[config.mk]
export PLATFORM = sky130hd
export DESIGN_NAME = pmem_arbiter
export DESIGN_NICKNAME = d
export VERILOG_FILES = /design/src/rtl/pmem_arbiter_pkg.sv /design/src/rtl/pmem_arbiter.sv
export SDC_FILE = /design/constraint.sdc
export NUM_CORES = 1
export LEC_CHECK = 0
export ABC_CLOCK_PERIOD_IN_PS = 2300
export BUFFER_PORTS_ARGS = -buffer_cell sky130_fd_sc_hd__buf_2
export CORE_AREA = 4 4 534 536
export DETAILED_ROUTE_END_ITERATION = 12
export DIE_AREA = 0 0 538 540
export GPL_TIMING_DRIVEN = 0
export PLACE_DENSITY = 0.3
export SLEW_MARGIN = 20
export SYNTH_ARGS = -nofsm -noshare
export SYNTH_HDL_FRONTEND = slang
export SYNTH_SLANG_ARGS = --single-unit
[constraint.sdc]
create_clock -name clk -period 2.3 [get_ports clk]
set_input_delay 0 -clock clk [delete_from_list [all_inputs] [get_ports clk]]
set_output_delay 0 -clock clk [all_outputs]
set_load 0.03 [all_outputs]
[src/rtl/pmem_arbiter_pkg.sv]
// Shared types for the miss-side memory arbiter: line/address widths and
// the arbiter state encoding.
package pmem_arbiter_pkg;

    // Cacheline and byte-address widths of the physical-memory port.
    localparam int PMEM_LINE_W = 256;
    localparam int PMEM_ADDR_W = 32;

    // Arbiter states: grant evaluation, then one transaction per client.
    typedef enum logic [1:0] {
        IDLE    = 2'd0,
        SERVE_I = 2'd1,
        SERVE_D = 2'd2
    } arb_state_t;

endpackage

[src/rtl/pmem_arbiter.sv]
// Two-client arbiter (I-cache, D-cache) for the single cacheline-wide
// physical-memory port. One line transaction is outstanding at a time; ties
// are broken round-robin, and the winner's address/write line are latched so
// the memory side stays stable until mem_resp.
//
// Handshake: a client raises its request (read or write) and holds it, with
// its address and write line, until it sees its one-cycle x_pmem_resp; it must
// drop the request on that edge. The memory side holds mem_read/mem_write
// until its one-cycle mem_resp; mem_rdata is valid in that same cycle.
module pmem_arbiter
    import pmem_arbiter_pkg::*;
#(
    parameter int LINE_W = PMEM_LINE_W,
    parameter int ADDR_W = PMEM_ADDR_W
) (
    input  logic              clk,
    input  logic              rst,

    input  logic              i_pmem_read,
    input  logic [ADDR_W-1:0] i_pmem_address,
    output logic [LINE_W-1:0] i_pmem_rdata,
    output logic              i_pmem_resp,

    input  logic              d_pmem_read,
    input  logic              d_pmem_write,
    input  logic [ADDR_W-1:0] d_pmem_address,
    input  logic [LINE_W-1:0] d_pmem_wdata,
    output logic [LINE_W-1:0] d_pmem_rdata,
    output logic              d_pmem_resp,

    output logic              mem_read,
    output logic              mem_write,
    output logic [ADDR_W-1:0] mem_address,
    output logic [LINE_W-1:0] mem_wdata,
    input  logic [LINE_W-1:0] mem_rdata,
    input  logic              mem_resp
);

    arb_state_t state;
    arb_state_t state_next;
    logic       last_d;   // 1: D-cache was served last, so I wins the next tie
    logic       i_req;
    logic       d_req;
    logic       grant_i;
    logic       grant_d;

    assign i_req = i_pmem_read;
    assign d_req = d_pmem_read | d_pmem_write;

    // Next-state and grant decision; grants only happen from IDLE.
    always_comb begin
        state_next = state;
        grant_i    = 1'b0;
        grant_d    = 1'b0;
        case (state)
            IDLE: begin
                if (i_req && (!d_req || last_d)) begin
                    state_next = SERVE_I;
                    grant_i    = 1'b1;
                end else if (d_req) begin
                    state_next = SERVE_D;
                    grant_d    = 1'b1;
                end
            end
            SERVE_I, SERVE_D: begin
                if (mem_resp) begin
                    state_next = IDLE;
                end
            end
            default: state_next = IDLE;
        endcase
    end

    // State, round-robin history and the latched memory-side request.
    // A simultaneous D read+write is treated as a write.
    always_ff @(posedge clk) begin
        if (rst) begin
            state       <= IDLE;
            last_d      <= 1'b1;
            mem_read    <= 1'b0;
            mem_write   <= 1'b0;
            mem_address <= '0;
            mem_wdata   <= '0;
        end else begin
            state <= state_next;
            if (grant_i) begin
                last_d      <= 1'b0;
                mem_address <= i_pmem_address;
                mem_read    <= 1'b1;
                mem_write   <= 1'b0;
            end else if (grant_d) begin
                last_d      <= 1'b1;
                mem_address <= d_pmem_address;
                mem_wdata   <= d_pmem_wdata;
                mem_read    <= d_pmem_read & ~d_pmem_write;
                mem_write   <= d_pmem_write;
            end else if ((state != IDLE) && mem_resp) begin
                mem_read  <= 1'b0;
                mem_write <= 1'b0;
            end
        end
    end

    // Response routing: only the granted client sees mem_resp; a stray
    // mem_resp in IDLE reaches nobody. Read data is forwarded unconditionally.
    assign i_pmem_resp  = (state == SERVE_I) && mem_resp;
    assign d_pmem_resp  = (state == SERVE_D) && mem_resp;
    assign i_pmem_rdata = mem_rdata;
    assign d_pmem_rdata = mem_rdata;

endmodule

# [Yosys cells after proc, flatten, opt, wreduce, memory -nomap -nowiden]
# Cells that the tools add are included.
# Widths: inputs -> output; s select.
[word_totals] regBits=293 input_bits=582 wordCells=46
[classes] eq_ne=4 mux=17 bitwise=4 reduce_logical=15
[op_table] operator="$mux 32" count=2
[op_table] operator="$mux 1" count=11
[op_table] operator="$mux 2" count=3
[op_table] operator="$reduce_bool 2->1" count=3
[op_table] operator="$logic_and 1x1->1" count=4
[op_table] operator="$pmux 2 s2" count=1
[op_table] operator="$reduce_and 2->1" count=2
[op_table] operator="$reduce_or 2->1" count=2
[op_table] operator="$ne 3x3->1 const B" count=1
[op_table] operator="$reduce_bool 3->1" count=1
[op_table] operator="$eq 2x1->1 const B" count=1
[op_table] operator="$eq 2x2->1 const B" count=1
[op_table] operator="$logic_not 2->1" count=1
[op_table] operator="$ne 2x2->1 const B" count=1
[op_table] operator="$not 1->1" count=2
[op_table] operator="$and 1x1->1" count=1
[op_table] operator="$logic_not 1->1" count=1
[op_table] operator="$logic_or 1x1->1" count=1
[op_table] operator="$or 1x1->1" count=1

# [Longest topological paths before layout]
[logic_depth] depth_word=8 depth_mapped=8 depth_no_buf=5

# [Least setup slack after synthesis]
# Ideal clock, no wire load.
[synth_timing] kind="register -> register" start="reg state[0]" end="reg mem_wdata[219]" arrival_ps=1485 required_ps=2228 path_slack_ps=744 stages_incl_launch_ff=9 n_path_buf=3 synth_period_minus_slack_ps=1556 path_cell_list="dfxtp_1 inv_1 ha_1 a21bo_1 buf_4 nor2_8 buf_6 buf_6 mux2i_1"
[synth_via] elab_chain_len=4 elab_cells_between_ends=5 cone_classes="mux (2); bitwise (1); reduce/logical (2)"
[synth_rtl] item="start, declared" line_no="pmem_arbiter.sv:39" rtl="arb_state_t state;"
[synth_rtl] item="start signal, assigned" line_no="pmem_arbiter.sv:85" rtl="state <= state_next;"
[synth_rtl] item="$logic_not 2->1 (*)" line_no="pmem_arbiter.sv:55" rtl="case (state)"
[synth_rtl] item="$mux 1" line_no="pmem_arbiter.sv:55"
[synth_rtl] item="$not 1->1 (no source line)"
[synth_rtl] item="$reduce_and 2->1 (no source line) (*)"
[synth_rtl] item="end signal, assigned" line_no="pmem_arbiter.sv:94" rtl="mem_wdata <= d_pmem_wdata;"
[synth_rtl] item="end, declared" line_no="pmem_arbiter.sv:34" rtl="output logic [LINE_W-1:0] mem_wdata,"
# Every way passes the cells marked *; elsewhere a longest branch is shown, timed or not.
# A chain may end at the register's enable or synchronous reset.

# [Worst setup path in the final report]
[layout_timing] start="reg state[0]" end="reg state[0]"
[layout_via] elab_chain_len=4 elab_cells_between_ends=8 cone_classes="eq/ne (4); mux (1); reduce/logical (3)"
[layout_rtl] item="$eq 2x1->1 or $eq 2x2->1 (tied branches)" line_no="pmem_arbiter.sv:55"
[layout_rtl] item="$reduce_or 2->1" line_no="pmem_arbiter.sv:55"
[layout_rtl] item="$ne 2x2->1 (no source line)"
[layout_rtl] item="$reduce_and 2->1 (no source line)"
# Parallel ways exist; a longest one is shown, timed or not.

==> impl_results.html <==
<table>
<tr><th>Metric</th><th>Value</th></tr>
<tr><th colspan="2">STA</th></tr>
<tr><td>RSZ-0062 raised after global routing</td><td>false</td></tr>
<tr><td>Minimum setup slack in the final design</td><td>0.219 ns</td></tr>
<tr><td>Achievable clock frequency</td><td>0.480 GHz</td></tr>
<tr><td>Worst Clk Skew</td><td>0.0321 ns</td></tr>
<tr><td>Normalized max-slew margin</td><td>0.334</td></tr>
<tr><td>Final Cycle Share</td><td>0.905</td></tr>
<tr><td>Final max-slew violation count</td><td>0</td></tr>
<tr><td>Shortest clock period the worst path allows after layout</td><td>2.08 ns</td></tr>
<tr><td>Setup violations, final</td><td>0</td></tr>
<tr><td>Worst hold slack</td><td>0.144 ns</td></tr>
<tr><td>Number of hold violations in the final report</td><td>0</td></tr>
<tr><td>Transition time at the pin with the least slew margin</td><td>0.999 ns</td></tr>
<tr><th colspan="2">GRT</th></tr>
<tr><td>Antenna violations before repair</td><td>38</td></tr>
<tr><td>Pin count of the biggest net entering global routing</td><td>13</td></tr>
<tr><td>Fraction of met3 tracks used by global routing</td><td>0.0501</td></tr>
<tr><td>Met1 GRT Util</td><td>0.113</td></tr>
<tr><td>Met2 Usage GRT</td><td>0.176</td></tr>
<tr><td>Global-route wire length before repair</td><td>193000 µm</td></tr>
<tr><td>Via count of the first global-routing pass</td><td>18.3k</td></tr>
<tr><td>Routing layer with the top usage in global route</td><td>met2</td></tr>
<tr><td>Global route overflow</td><td>0</td></tr>
<tr><td>Overall Global Routing Usage</td><td>0.102</td></tr>
<tr><th colspan="2">Synthesis</th></tr>
<tr><td>Mapped Avg Cell Area</td><td>9.61 µm²</td></tr>
<tr><td>Total number of yosys warnings</td><td>0</td></tr>
<tr><td>Sequential share of the synthesized area</td><td>0.343</td></tr>
<tr><td>Synth async-reset ratio</td><td>0</td></tr>
<tr><td>Leading post-synthesis cells by cell area</td><td>dfxtp_1 34%, buf_4 23%, nand2b_1 19%</td></tr>
<tr><td>Library cell with the largest summed area after synthesis</td><td>dfxtp_1</td></tr>
<tr><td>Number of unique standard cell types used by synthesis</td><td>37</td></tr>
<tr><td>Cell area after technology mapping</td><td>17100 µm²</td></tr>
<tr><td>Top_reg_cell synth</td><td>dfxtp_1</td></tr>
<tr><td>Mapped Cells</td><td>1777</td></tr>
<tr><td>Number of nets in the synthesized netlist</td><td>2362</td></tr>
<tr><td>Count of flip-flops with a built-in enable after synthesis</td><td>0</td></tr>
<tr><td>Post-synthesis register bit count</td><td>293</td></tr>
<tr><td>Fraction of synthesized cell area taken by the top area cell type</td><td>0.343</td></tr>
<tr><th colspan="2">Placement</th></tr>
<tr><td>Placement-stage worst setup slack</td><td>-0.925 ns</td></tr>
<tr><td>Count of input and output buffers</td><td>1129</td></tr>
<tr><td>Number of placed cells counting well taps</td><td>6650</td></tr>
<tr><td>Total half-perimeter wirelength after legalization and detailed placement</td><td>139000 µm</td></tr>
<tr><td>Global placement routability congestion</td><td>0.832</td></tr>
<tr><th colspan="2">Route</th></tr>
<tr><td>Remaining routing DRC violations</td><td>0</td></tr>
<tr><td>Iteration-0 DRC Markers</td><td>667</td></tr>
<tr><td>Via density</td><td>2.48</td></tr>
<tr><td>Number of nets with antenna violations after detailed routing</td><td>0</td></tr>
<tr><td>Final Routed Wirelength</td><td>155000 µm</td></tr>
<tr><td>Number of detailed-routing iterations run before antenna repair</td><td>5</td></tr>
<tr><td>WL per Instance</td><td>22.0 µm</td></tr>
<tr><td>Vias</td><td>17.5k</td></tr>
<tr><th colspan="2">Critical path</th></tr>
<tr><td>Worst Setup Start Kind</td><td>flop</td></tr>
<tr><td>Critical Path, Cell by Cell</td><td>inv_1 -&gt; ha_1 -&gt; buf_2 -&gt; nand2_1 -&gt; or3_1 -&gt; o32ai_1 -&gt; dlygate4sd3_1</td></tr>
<tr><td>Critical-path cell with the highest stage delay</td><td>dlygate4sd3_1</td></tr>
<tr><td>Critical path's largest stage delay</td><td>0.58 ns</td></tr>
<tr><td>Arrival time worst endpoint</td><td>2.64 ns</td></tr>
<tr><td>Critical Path Fanout Max</td><td>10</td></tr>
<tr><td>Crit. End Element</td><td>flop</td></tr>
<tr><td>Required time reported for the critical path endpoint</td><td>2.86 ns</td></tr>
<tr><td>Critical path class</td><td>reg2reg</td></tr>
<tr><th colspan="2">Floorplan</th></tr>
<tr><td>Overall die height</td><td>540 µm</td></tr>
<tr><td>Floorplan row count</td><td>195</td></tr>
<tr><td>Effective utilization at floorplan</td><td>0.0608</td></tr>
<tr><td>Die Footprint</td><td>291000 µm²</td></tr>
<tr><td>Floorplan core area</td><td>281000 µm²</td></tr>
<tr><td>Ports</td><td>1386</td></tr>
<tr><td>DIE WIDTH</td><td>538 µm</td></tr>
<tr><th colspan="2">Clocking</th></tr>
<tr><td>Clock tree from TritonCTS</td><td>done</td></tr>
<tr><td>Buffer depth of the longest clock path</td><td>3</td></tr>
<tr><td>Total number of clock tree sinks</td><td>293</td></tr>
<tr><td>Clock latency at the later pin of the worst-skew pair</td><td>0.64 ns</td></tr>
<tr><td>Number of setup buffers added after CTS</td><td>0</td></tr>
<tr><td>Clock slew at the register clock pins of the worst setup and hold paths</td><td>0.06 ns</td></tr>
<tr><td>CTS HTree Levels</td><td>2</td></tr>
<tr><td>Num CTS Buffers</td><td>45</td></tr>
<tr><td>Cell chosen for the clock root</td><td>clkbuf_16</td></tr>
<tr><th colspan="2">Power and ir drop</th></tr>
<tr><td>Static leakage</td><td>14.5 nW</td></tr>
<tr><td>Areal power density over the cells</td><td>669 nW/µm²</td></tr>
<tr><td>Highest ir drop seen on vdd</td><td>0.000418 V</td></tr>
<tr><th colspan="2">Hold path</th></tr>
<tr><td>Type of the most critical hold path</td><td>in2reg</td></tr>
<tr><th colspan="2">Layout</th></tr>
<tr><td>Fill cell total of the finished layout</td><td>32.6k</td></tr>
<tr><td>Cell Count, Final, Fillers Out</td><td>7067</td></tr>
<tr><td>Fraction of final layout cells with drive strength greater than 1</td><td>0.534</td></tr>
<tr><td>Post-synthesis to final-layout area growth</td><td>88.8%</td></tr>
<tr><td>Post-layout net count</td><td>3866</td></tr>
<tr><th colspan="2">Job</th></tr>
<tr><td>Count of maximum capacitance violations</td><td>0</td></tr>
<tr><th colspan="2">Run status</th></tr>
<tr><td>Status</td><td>finished, final reports clean</td></tr>
</table>
## worst max-delay path, delay by kind of cell, from the launching register on
family | cells | cell delay, ns
AO/OA/AOI/OAI | 1 | 0.12
adder cells (fa/ha/maj) | 1 | 0.17
buffers and inverters | 3 | 0.91
flip-flops | 1 | 0.31
AND/OR/NAND/NOR | 2 | 0.52
## layout by cell type, fill, tap and decap left out, drive strengths merged
| cell type | instances |
|---|---|
| o2bb2ai | 1 |
| and2 | 2 |
| nor3b | 2 |
| nand4 | 1 |
| nand2 | 2 |
| a21bo | 1 |
| inv | 7 |
| nand3 | 1 |
| bufinv | 3 |
| a21o | 1 |
| nand2b | 513 |
| o21ai | 1 |
| nor4b | 32 |
| o21ba | 1 |
| clkinv | 5 |
| dlygate4sd3 | 327 |
| nor2b | 1 |
| ha | 3 |
| a211o | 1 |
| nor3 | 2 |
| diode | 12 |
| nor2 | 4 |
| a31oi | 1 |
| a21oi | 3 |
| clkinvlp | 3 |
| dfxtp | 293 |
| a221o | 32 |
| mux2i | 256 |
| buf | 1689 |
| o221ai | 1 |
| o32ai | 1 |
| or3 | 2 |
| clkbuf | 119 |
| a311oi | 1 |
## cell usage after synthesis, types with 3 or more instances
master and n:
a221o_1 32, buf_2 15, buf_4 515, buf_6 7, buf_8 22, clkbuf_1 56
dfxtp_1 293, ha_1 3, inv_1 3, mux2i_1 256, nand2b_1 513, nor4b_1 32
## report_power, final
group	total, mW	leakage [nW]	switching, mW	internal (mW)
Sequential	6.11	2.41	0.388	5.73
Clock	7.26	0.723	2.99	4.27
Combinational	8.18	11.4	5.21	2.98
Total	21.6	14.5	8.59	13.0
## routing by layer
layer,up-vias,part of all wire,routed length [µm]
li1,8272,-,-
met1,8197,0.38,59700
met2,914,0.48,74200
met3,112,0.12,18600
met4,2,0.019,2960
met5,-,0.00013,20
## path summary, 6_finish.rpt
path	end	cells past startpoint	start	slack (ns)
setup / recovery	state[0]$_SDFFE_PP0P_	7	state[0]$_SDFFE_PP0P_	0.22
hold / removal	mem_address[11]$_SDFFE_PP0P_	3	i_pmem_address[11]	0.14
setup reg to reg	state[0]$_SDFFE_PP0P_	7	state[0]$_SDFFE_PP0P_	0.22
hold reg to reg	mem_wdata[184]$_SDFFE_PP0P_	2	mem_wdata[184]$_SDFFE_PP0P_	0.47
## timing repair
action                     CTS  global route
hold endpoints to repair   293             0
hold buffers               327             0
gates resized for setup      1             0
setup endpoints to repair   10             0
## metrics by stage
| step | power, mW | area, µm² | TNS, ns | utilization |
|---|---|---|---|---|
| floorplan | 10.9 | 17100 | 0 | - |
| global placement | 14.2 | 27400 | -92.67 | 0.0976 |
| detailed placement | 14.1 | 27400 | -65.08 | 0.0977 |
| CTS | 22.3 | 32200 | 0 | 0.115 |
| global route | 22.8 | 32200 | 0 | 0.115 |
| finish | 21.6 | 32200 | 0 | 0.115 |
## cell families (layout without fill, tap and decap cells)
logic type               count (synthesis)  in the layout  synth area share
AO/OA/AOI/OAI                           45             45            0.0251
adder cells (fa/ha/maj)                  3              3           0.00220
buffers and inverters                  618           2153             0.268
flip-flops                             293            293             0.343
multiplexers                           256            256             0.150
other                                    0             12                 0
AND/OR/NAND/NOR                        562            562             0.212
## registers in the layout, summed over array words and instances, names as in the netlist
| signal | cells |
|---|---|
| mem_address | 32 |
| mem_read | 1 |
| state | 2 |
| last_d | 1 |
| mem_wdata | 256 |
| mem_write | 1 |
## final cells by class
type | count | area [µm²] | area share
antenna | 12 | 30.0 | 0.000931
buffer | 615 | 4570 | 0.142
clock buffer | 63 | 1290 | 0.0401
clock inverter | 15 | 199 | 0.00617
inverter | 3 | 11.3 | 0.000349
multi-input combinational | 866 | 6640 | 0.206
sequential | 293 | 5870 | 0.182
tap | 3743 | 4680 | 0.145
timing repair buffer | 1457 | 8950 | 0.278
Power figures use the tool's default switching activity.
